--- src/rtl/vram_pkg.sv ---
// vram_pkg: shared VRAM port widths and line-fetcher state encoding
package vram_pkg;
  localparam int VRAM_WADDR_W = 15;
  localparam int VRAM_DATA_W = 32;
  typedef enum logic {IDLE, FETCH} fetch_state_e;
endpackage

--- src/rtl/sync_fifo_w32.sv ---
// sync_fifo_w32: DEPTH x 32-bit FIFO with registered head word
// Ports: clk, rst_n (async active-low), flush, push/wdata, pop/rdata, full, empty, count
module sync_fifo_w32 #(
  parameter int DEPTH = 4
) (
  input  logic                    clk,
  input  logic                    rst_n,
  input  logic                    flush,
  input  logic                    push,
  input  logic                    pop,
  input  logic [31:0]             wdata,
  output logic [31:0]             rdata,
  output logic                    full,
  output logic                    empty,
  output logic [$clog2(DEPTH):0]  count
);
  localparam int AW = $clog2(DEPTH);
  logic [31:0] mem_q [DEPTH];
  logic [AW-1:0] wr_q, rd_q;
  logic [AW:0] cnt_q;
  logic do_push, do_pop;
  assign do_pop = pop && !empty;
  // a pop frees the slot this same edge, so push into a full FIFO is fine then
  assign do_push = push && (!full || do_pop);
  assign full = cnt_q == (AW+1)'(DEPTH);
  assign empty = cnt_q == '0;
  assign count = cnt_q;
  assign rdata = mem_q[rd_q];
  always_ff @(posedge clk or negedge rst_n)
    if (!rst_n) begin
      wr_q <= '0;
      rd_q <= '0;
      cnt_q <= '0;
      for (int i = 0; i < DEPTH; i++) mem_q[i] <= '0;
    end else if (flush) begin
      wr_q <= '0;
      rd_q <= '0;
      cnt_q <= '0;
    end else begin
      if (do_push) mem_q[wr_q] <= wdata;
      wr_q <= wr_q + AW'(do_push);
      rd_q <= rd_q + AW'(do_pop);
      cnt_q <= cnt_q + (AW+1)'(do_push) - (AW+1)'(do_pop);
    end
endmodule

--- src/rtl/vram_line_fetcher.sv ---
// vram_line_fetcher: fetches a run of consecutive VRAM words per line into a FIFO
// Ports: line_start/start_addr/word_count start a run; vram_addr/vram_strobe/vram_rddata/vram_ack
// talk to the arbiter; rd_en/rd_data/rd_valid is the consumer side; busy marks an active run.
// Option VRAM_FETCH_UNDERRUN_EN adds a sticky underrun output (pop of an empty FIFO).
module vram_line_fetcher
  import vram_pkg::*;
#(
  parameter int DEPTH = 4,
  parameter int CNT_W = 8
) (
  input  logic                    clk,
  input  logic                    rst_n,
  input  logic                    line_start,
  input  logic [VRAM_WADDR_W-1:0] start_addr,
  input  logic [CNT_W-1:0]        word_count,
  output logic [VRAM_WADDR_W-1:0] vram_addr,
  output logic                    vram_strobe,
  input  logic [VRAM_DATA_W-1:0]  vram_rddata,
  input  logic                    vram_ack,
  input  logic                    rd_en,
  output logic [VRAM_DATA_W-1:0]  rd_data,
  output logic                    rd_valid,
`ifdef VRAM_FETCH_UNDERRUN_EN
  output logic                    underrun,
`endif
  output logic                    busy
);
  localparam int CW = $clog2(DEPTH) + 1;
  fetch_state_e state_q, state_d;
  logic [VRAM_WADDR_W-1:0] addr_q, addr_d;
  logic [CNT_W-1:0] rem_q, rem_d;
  logic inflight_q, inflight_d;
  logic fetch, restart, ack_ok, push, full, empty;
  logic [CW-1:0] count;
  assign fetch = state_q == FETCH;
  assign restart = line_start && fetch;
  // the ack right after a restart answers the old run's last grant
  assign ack_ok = vram_ack && fetch && !inflight_q;
  assign push = ack_ok && !line_start;
  assign vram_addr = addr_q + VRAM_WADDR_W'(ack_ok);
  // the acked word lands this edge, so it already counts against words left and FIFO room
  assign vram_strobe = fetch && rem_q > CNT_W'(ack_ok) && !full && (!ack_ok || count != CW'(DEPTH - 1));
  assign busy = fetch;
  assign rd_valid = !empty;
  always_comb begin
    state_d = line_start ? (word_count != '0 ? FETCH : IDLE) : (ack_ok && rem_q == CNT_W'(1)) ? IDLE : state_q;
    addr_d = line_start ? start_addr : vram_addr;
    rem_d = line_start ? word_count : rem_q - CNT_W'(ack_ok && rem_q != '0);
    inflight_d = restart;
  end
  always_ff @(posedge clk or negedge rst_n)
    if (!rst_n) begin
      state_q <= IDLE;
      addr_q <= '0;
      rem_q <= '0;
      inflight_q <= 1'b0;
    end else begin
      state_q <= state_d;
      addr_q <= addr_d;
      rem_q <= rem_d;
      inflight_q <= inflight_d;
    end
  sync_fifo_w32 #(.DEPTH(DEPTH)) u_fifo (
    .clk   (clk),
    .rst_n (rst_n),
    .flush (restart),
    .push  (push),
    .pop   (rd_en),
    .wdata (vram_rddata),
    .rdata (rd_data),
    .full  (full),
    .empty (empty),
    .count (count)
  );
`ifdef VRAM_FETCH_UNDERRUN_EN
  logic underrun_q;
  always_ff @(posedge clk or negedge rst_n)
    if (!rst_n) underrun_q <= 1'b0;
    else underrun_q <= line_start ? 1'b0 : underrun_q | (rd_en & ~rd_valid);
  assign underrun = underrun_q;
`endif
endmodule

--- config.mk ---
export PLATFORM = sky130hd
export DESIGN_NAME = vram_line_fetcher
export DESIGN_NICKNAME = d
export VERILOG_FILES = /design/src/rtl/vram_pkg.sv /design/src/rtl/sync_fifo_w32.sv /design/src/rtl/vram_line_fetcher.sv
export SDC_FILE = /design/constraint.sdc
export NUM_CORES = 1
export LEC_CHECK = 0
export ABC_AREA = 1
export ABC_CLOCK_PERIOD_IN_PS = 2400
export CORE_MARGIN = 10
export CORE_UTILIZATION = 56
export CTS_CLUSTER_SIZE = 24
export DETAILED_ROUTE_END_ITERATION = 6
export PLACE_DENSITY = 0.81
export SYNTH_ARGS = -nofsm -noshare
export SYNTH_HDL_FRONTEND = slang
export SYNTH_SLANG_ARGS = --single-unit
--- constraint.sdc ---
create_clock -name clk -period 2.4 [get_ports clk]
set_input_delay 0.24 -clock clk [delete_from_list [all_inputs] [get_ports clk]]
set_output_delay 0.24 -clock clk [all_outputs]
set_load 0.02 [all_outputs]
After elaboration in Yosys (flattened, before gate mapping)
Index checks and enable logic that the tools add are counted.
W data, S select, Z words.
{"block": "word_totals", "output_inout_bits": 50, "elab_cells": 65, "register_bits": 160, "inputBits": 60}
{"block": "op_classes", "bitwise": 3, "eq_ne": 3, "muxes": 14, "n_lt_le_gt_ge": 4, "n_reduce_logical": 24, "addsub": 6}
{"cell": "$bwmux W128", "n": 1}
{"cell": "$mux W32", "n": 3}
{"cell": "$bmux W32 S2", "n": 1}
{"cell": "$demux W32 S2", "n": 1}
{"cell": "$reduce_bool A8 Y1", "n": 2}
{"cell": "$add A15 B1 Y15", "n": 1}
{"cell": "$mux W15", "n": 1}
{"cell": "$logic_and A1 B1 Y1", "n": 12}
{"cell": "$eq A8 B1 Y1 const B", "n": 1}
{"cell": "$gt A8 B1 Y1", "n": 1}
{"cell": "$mux W8", "n": 1}
{"cell": "$sub A8 B1 Y8", "n": 1}
{"cell": "$ge A3 B3 Y1 const B", "n": 2}
{"cell": "$not A2 Y3", "n": 2}
{"cell": "$logic_not A1 Y1", "n": 5}
{"cell": "$add A2 B1 Y2", "n": 2}
{"cell": "$mux W2", "n": 2}
{"cell": "$add A3 B1 Y3", "n": 1}
{"cell": "$eq A3 B3 Y1 const B", "n": 1}
{"cell": "$logic_not A3 Y1", "n": 1}
{"cell": "$lt A3 B1 Y1 const B", "n": 1}
{"cell": "$mux W1", "n": 3}
{"cell": "$mux W3", "n": 1}
{"cell": "$ne A3 B2 Y1 const B", "n": 1}
{"cell": "5 further kinds", "n": 6}

Longest topological paths before layout
{"block": "logic_depth", "depth_word": 8, "mapped_depth": 12, "ltp_nobuf": 12}

By module
From an unflattened synthesis, not the netlist that was laid out.
{"block": "hier_totals", "cells_unflattened": 994, "area_unflattened_um2": 7767.4}
{"module": "sync_fifo_w32", "area_each_um2": 6182.2, "instances": 1, "cells_each": 776, "seq_area_each_um2": 3378.2}
{"module": "vram_line_fetcher", "area_each_um2": 1585.3, "instances": 1, "cells_each": 218, "seq_area_each_um2": 625.6}

Worst setup path after synthesis
OpenSTA, ideal clock, no wires.
{"block": "synth_timing", "path_kind": "flip-flop to output port", "startpoint": "register state_q (netlist: busy)", "endpoint": "output vram_addr[6]", "arrival_time_ns": 1.845, "setup_slack_ns": 0.315, "stages_incl_launch_ff": 8, "path_buffers": 0, "required_ns": 2.160, "cell_sequence": "dfrtp_1 > nand3b_4 > inv_1 > ha_1 > ha_1 > nand2_1 > nor2_4 > xor2_1"}
{"block": "synth_via", "elab_chain_cells": 3}
{"element": "start: declaration", "line_no": "vram_line_fetcher.sv:29", "source": "fetch_state_e state_q, state_d;"}
{"element": "start signal: assignment", "line_no": "vram_line_fetcher.sv:58", "source": "state_q <= state_d;"}
{"element": "$logic_and A1 B1 Y1 (2 in a row)", "line_no": "vram_line_fetcher.sv:38", "source": "assign ack_ok = vram_ack && fetch && !inflight_q;"}
{"element": "$add A15 B1 Y15", "line_no": "vram_line_fetcher.sv:40", "source": "assign vram_addr = addr_q + VRAM_WADDR_W'(ack_ok);"}
{"element": "end: declaration", "line_no": "vram_line_fetcher.sv:16", "source": "output logic [VRAM_WADDR_W-1:0] vram_addr,"}
No other way between the ends.

Final worst setup path
{"block": "layout_timing", "startpoint": "register state_q (netlist: busy)", "endpoint": "output vram_addr[1]"}
The elaborated chain is that of the path after synthesis.

==> metrics.md <==
| Metric | Value |
|---|---|
| Final Hold Violating Endpoints | `0` |
| CP startpoint kind | `register` |
| Status | `complete, no violations` |
| Synth area leader | `dfrtp_1` |
| Die width | `between 100 and 150 µm` |
| Most area-consuming cells after synthesis | `dfrtp_1 (49%), o21ai_2 (14%), nand2_1 (8.1%)` |
| Max clock buf depth | `2` |
| Total power | `0.0105 W` |
| Gr ovfl total | `0` |
| Post-synthesis sequential area ratio | `49.0%` |
| Routability congestion estimate from global placement | `just over 0.8` |
| Total Nets Final | `1,079` |
| Sinks on Clock Net | `160` |
| Area grow syn2layout | `23.7%` |
| FP Rows | `44` |
| Area of the multi-input gates | `0.00359 mm²` |
| Drt first pass iters | `5` |
| Top-count cell post-synth | `nand2_1` |
| Vias in the first global route | `6,429` |
| Fmax | `0.440 GHz` |
| Final Critical Period | `2.27 ns` |
| Maxcap violations | `0` |
| Max VDD drop | `0.000669 V` |
| Mapped Area | `just over 0.008 mm²` |
| Syn avg cell area | `slightly above 9 µm²` |
| WS Path Type | `register to primary output` |
| Fillers | `1,137` |
| Residual DRC count | `0` |
| Post-Syn Instances | `888` |
| WL per Instance | `15.5 µm` |
| Yosys reg bits | `160` |
| Port buffer count | `109` |
| Total area of sequential cells | `0.00401 mm²` |
| Clk_lat worst skew | `approximately 0.43 ns` |
| Syn Nets | `958` |
| Die H | `between 100 and 150 µm` |
| Global-route usage over all layers | `19.1%` |
| Period utilisation layout | `94.6%` |
| Warnings, synthesis | `0` |
| Share of cells above drive strength 1 | `25.8%` |
| WP data arrival | `2.03 ns` |
| Largest net degree at the start of global routing | `57` |
| Slew at the pin closest to its max-slew limit | `0.619 ns` |
| Total CTS buffers | `17` |
| CTS tree | `done` |
| I/O pins | `110` |
| CTS clock-pin slew for the worst setup and hold paths | `around 0.060 ns` |
| Routed wire length | `about 19,000 µm` |
| Placement Setup Slack | `-0.361 ns` |
| WP data required | `between 2 and 2.5 ns` |
| First-pass GRT wire length | `about 31,000 µm` |
| Core area | `0.0144 mm²` |
| Setup Viol. Count Final | `0` |
| Initial core utilization | `56.6%` |
| Final Max Slew Viols | `0` |
| Dpl hpwl | `~12,000 µm` |
| Max transition margin | `roughly three fifths` |
| CP Capture Type | `primary output` |
| Clock skew | `0.00868 ns` |
| Crit Path Max Fanout | `2` |
| WHS | `0.345 ns` |
| Post-synth EDFFs | `0` |
| RSZ-0062 raised after global routing | `false` |
| Synth cell types | `32` |
| Final WS setup | `0.130 ns` |
| Final ANT Viol Nets | `0` |
| Antenna cells | `0` |
| Detailed Route Iter0 Violations | `523` |
| PwrDens | `1040 mW/mm²` |
| Clock root buffer | `clkbuf_16` |
| Async set-reset flop share out of synthesis | `100%` |
| Vias | `6,434` |
| Post-synth top area share | `49.0%` |
| Post-Route Utilization | `70.0%` |
| Leak | `5.04 nW` |
| Hold WC Path Type | `input pin to async pin` |
| Setup TNS | `0 ns` |
| Via density | `about 5.3` |
| Ys flop type | `dfrtp_1` |
| Die Area | `around 0.020 mm²` |
| Initial antenna violation count | `0` |
| Synth top cells by count | `nand2_1 (176), dfrtp_1 (160), o21ai_2 (128), nor2_1 (93), inv_1 (64)` |
| H-tree depth | `4` |
repair_timing:
action	in CTS	in global routing
endpoints found under the hold margin	53	0
setup buffers	1	2
pin swaps	3	2
endpoints found under the setup margin	46	35
resized for setup	61	34
hold buffers	1	0
cloned	1	0
per-stage QoR:
stage          instance area (µm²)  std cells
4_1_cts                      10000       1204
6_report                     10100       1206
3_3_place_gp                  9440       1169
2_1_floorplan                 8170        888
3_5_place_dp                  9440       1169
5_1_grt                      10100       1206
cell families after synthesis:
group           after synthesis  share of synthesized area (%)
xor+xnor                     10                           1.07
fa+ha+maj                    10                           1.62
flops                       160                           49.0
compound gates              242                           21.3
simple gates                349                           19.3
buf+inv                     117                           7.66
cell type report:
| cell class | count | area share, % |
|---|---|---|
| well taps | 184 | 2.28 |
| inverters | 69 | 2.59 |
| clock buffers | 27 | 4.88 |
| repair buffers | 149 | 14.3 |
| clock inverters | 5 | 0.768 |
| flip-flops and latches | 160 | 39.6 |
| multi-input cells | 612 | 35.6 |
per-layer routing:
layer	up-vias	global-route usage (%)	part of all wire, %
li1	3184	-	-
met1	3076	24.2	43
met2	156	31.7	50
met3	18	5.01	5.9
met4	0	5.33	1.0
met5	-	0	0
sequential cells by signal, summed over array words and instances, names as in the netlist:
name,flops
busy,1
u_fifo.count,3
u_fifo.rd_q,2
addr_q,15
u_fifo.wr_q,2
rem_q,8
u_fifo.mem_q,128
inflight_q,1
critical path, stage by stage (launching register included):
cell             delay [ns]
dfrtp_1                0.40
nand3b_4               0.09
inv_2                  0.06
ha_4                   0.16
ha_4                   0.26
clkdlybuf4s50_1        0.63
path summary, 6_finish.rpt:
path | startpoint | endpoint | slack, ns | depth (start not counted)
worst max-delay path | busy | vram_addr[1] | 0.13 | 5
worst min-delay path | rst_n | addr_q[14] | 0.35 | 2
worst max register to register | u_fifo.count[1] | u_fifo.count[2] | 0.42 | 9
worst min register to register | u_fifo.mem_q[88] | u_fifo.mem_q[88] | 0.47 | 2
max in group asynchronous | rst_n | u_fifo.mem_q[47] | 1.31 | 3
min in group clk | start_addr[14] | addr_q[14] | 0.35 | 3
layout by cell type, fill, tap and decap left out, drive strengths merged:
| master | synthesis | final |
|---|---|---|
| clkinv | 0 | 2 |
| a31oi | 3 | 3 |
| nand2 | 212 | 212 |
| or2 | 1 | 1 |
| a21oi | 3 | 3 |
| nand4 | 5 | 5 |
| bufinv | 0 | 2 |
| dlygate4sd2 | 0 | 13 |
| clkdlybuf4s50 | 0 | 62 |
| xor2 | 8 | 8 |
| clkinvlp | 0 | 1 |
| o21a | 1 | 1 |
| dlygate4sd3 | 0 | 1 |
| dlymetal6s2s | 0 | 21 |
| nand3 | 26 | 26 |
| dfrtp | 160 | 160 |
| xnor2 | 2 | 2 |
| inv | 69 | 69 |
| clkdlybuf4s15 | 0 | 1 |
| o22ai | 32 | 32 |
| nor2 | 96 | 97 |
| buf | 32 | 48 |
| clkbuf | 16 | 30 |
| fa | 1 | 1 |
| nand3b | 4 | 4 |
| and2 | 5 | 5 |
| ha | 9 | 9 |
| o21ai | 203 | 203 |
power breakdown:
| group | internal (W) | switching, W | total [W] |
|---|---|---|---|
| Sequential | 0.00336 | 0.000413 | 0.00377 |
| Combinational | 0.00175 | 0.00238 | 0.00412 |
| Clock | 0.00161 | 0.00101 | 0.00262 |
| Total | 0.00671 | 0.00380 | 0.0105 |
Note: power is estimated with default switching activity, not from simulation.
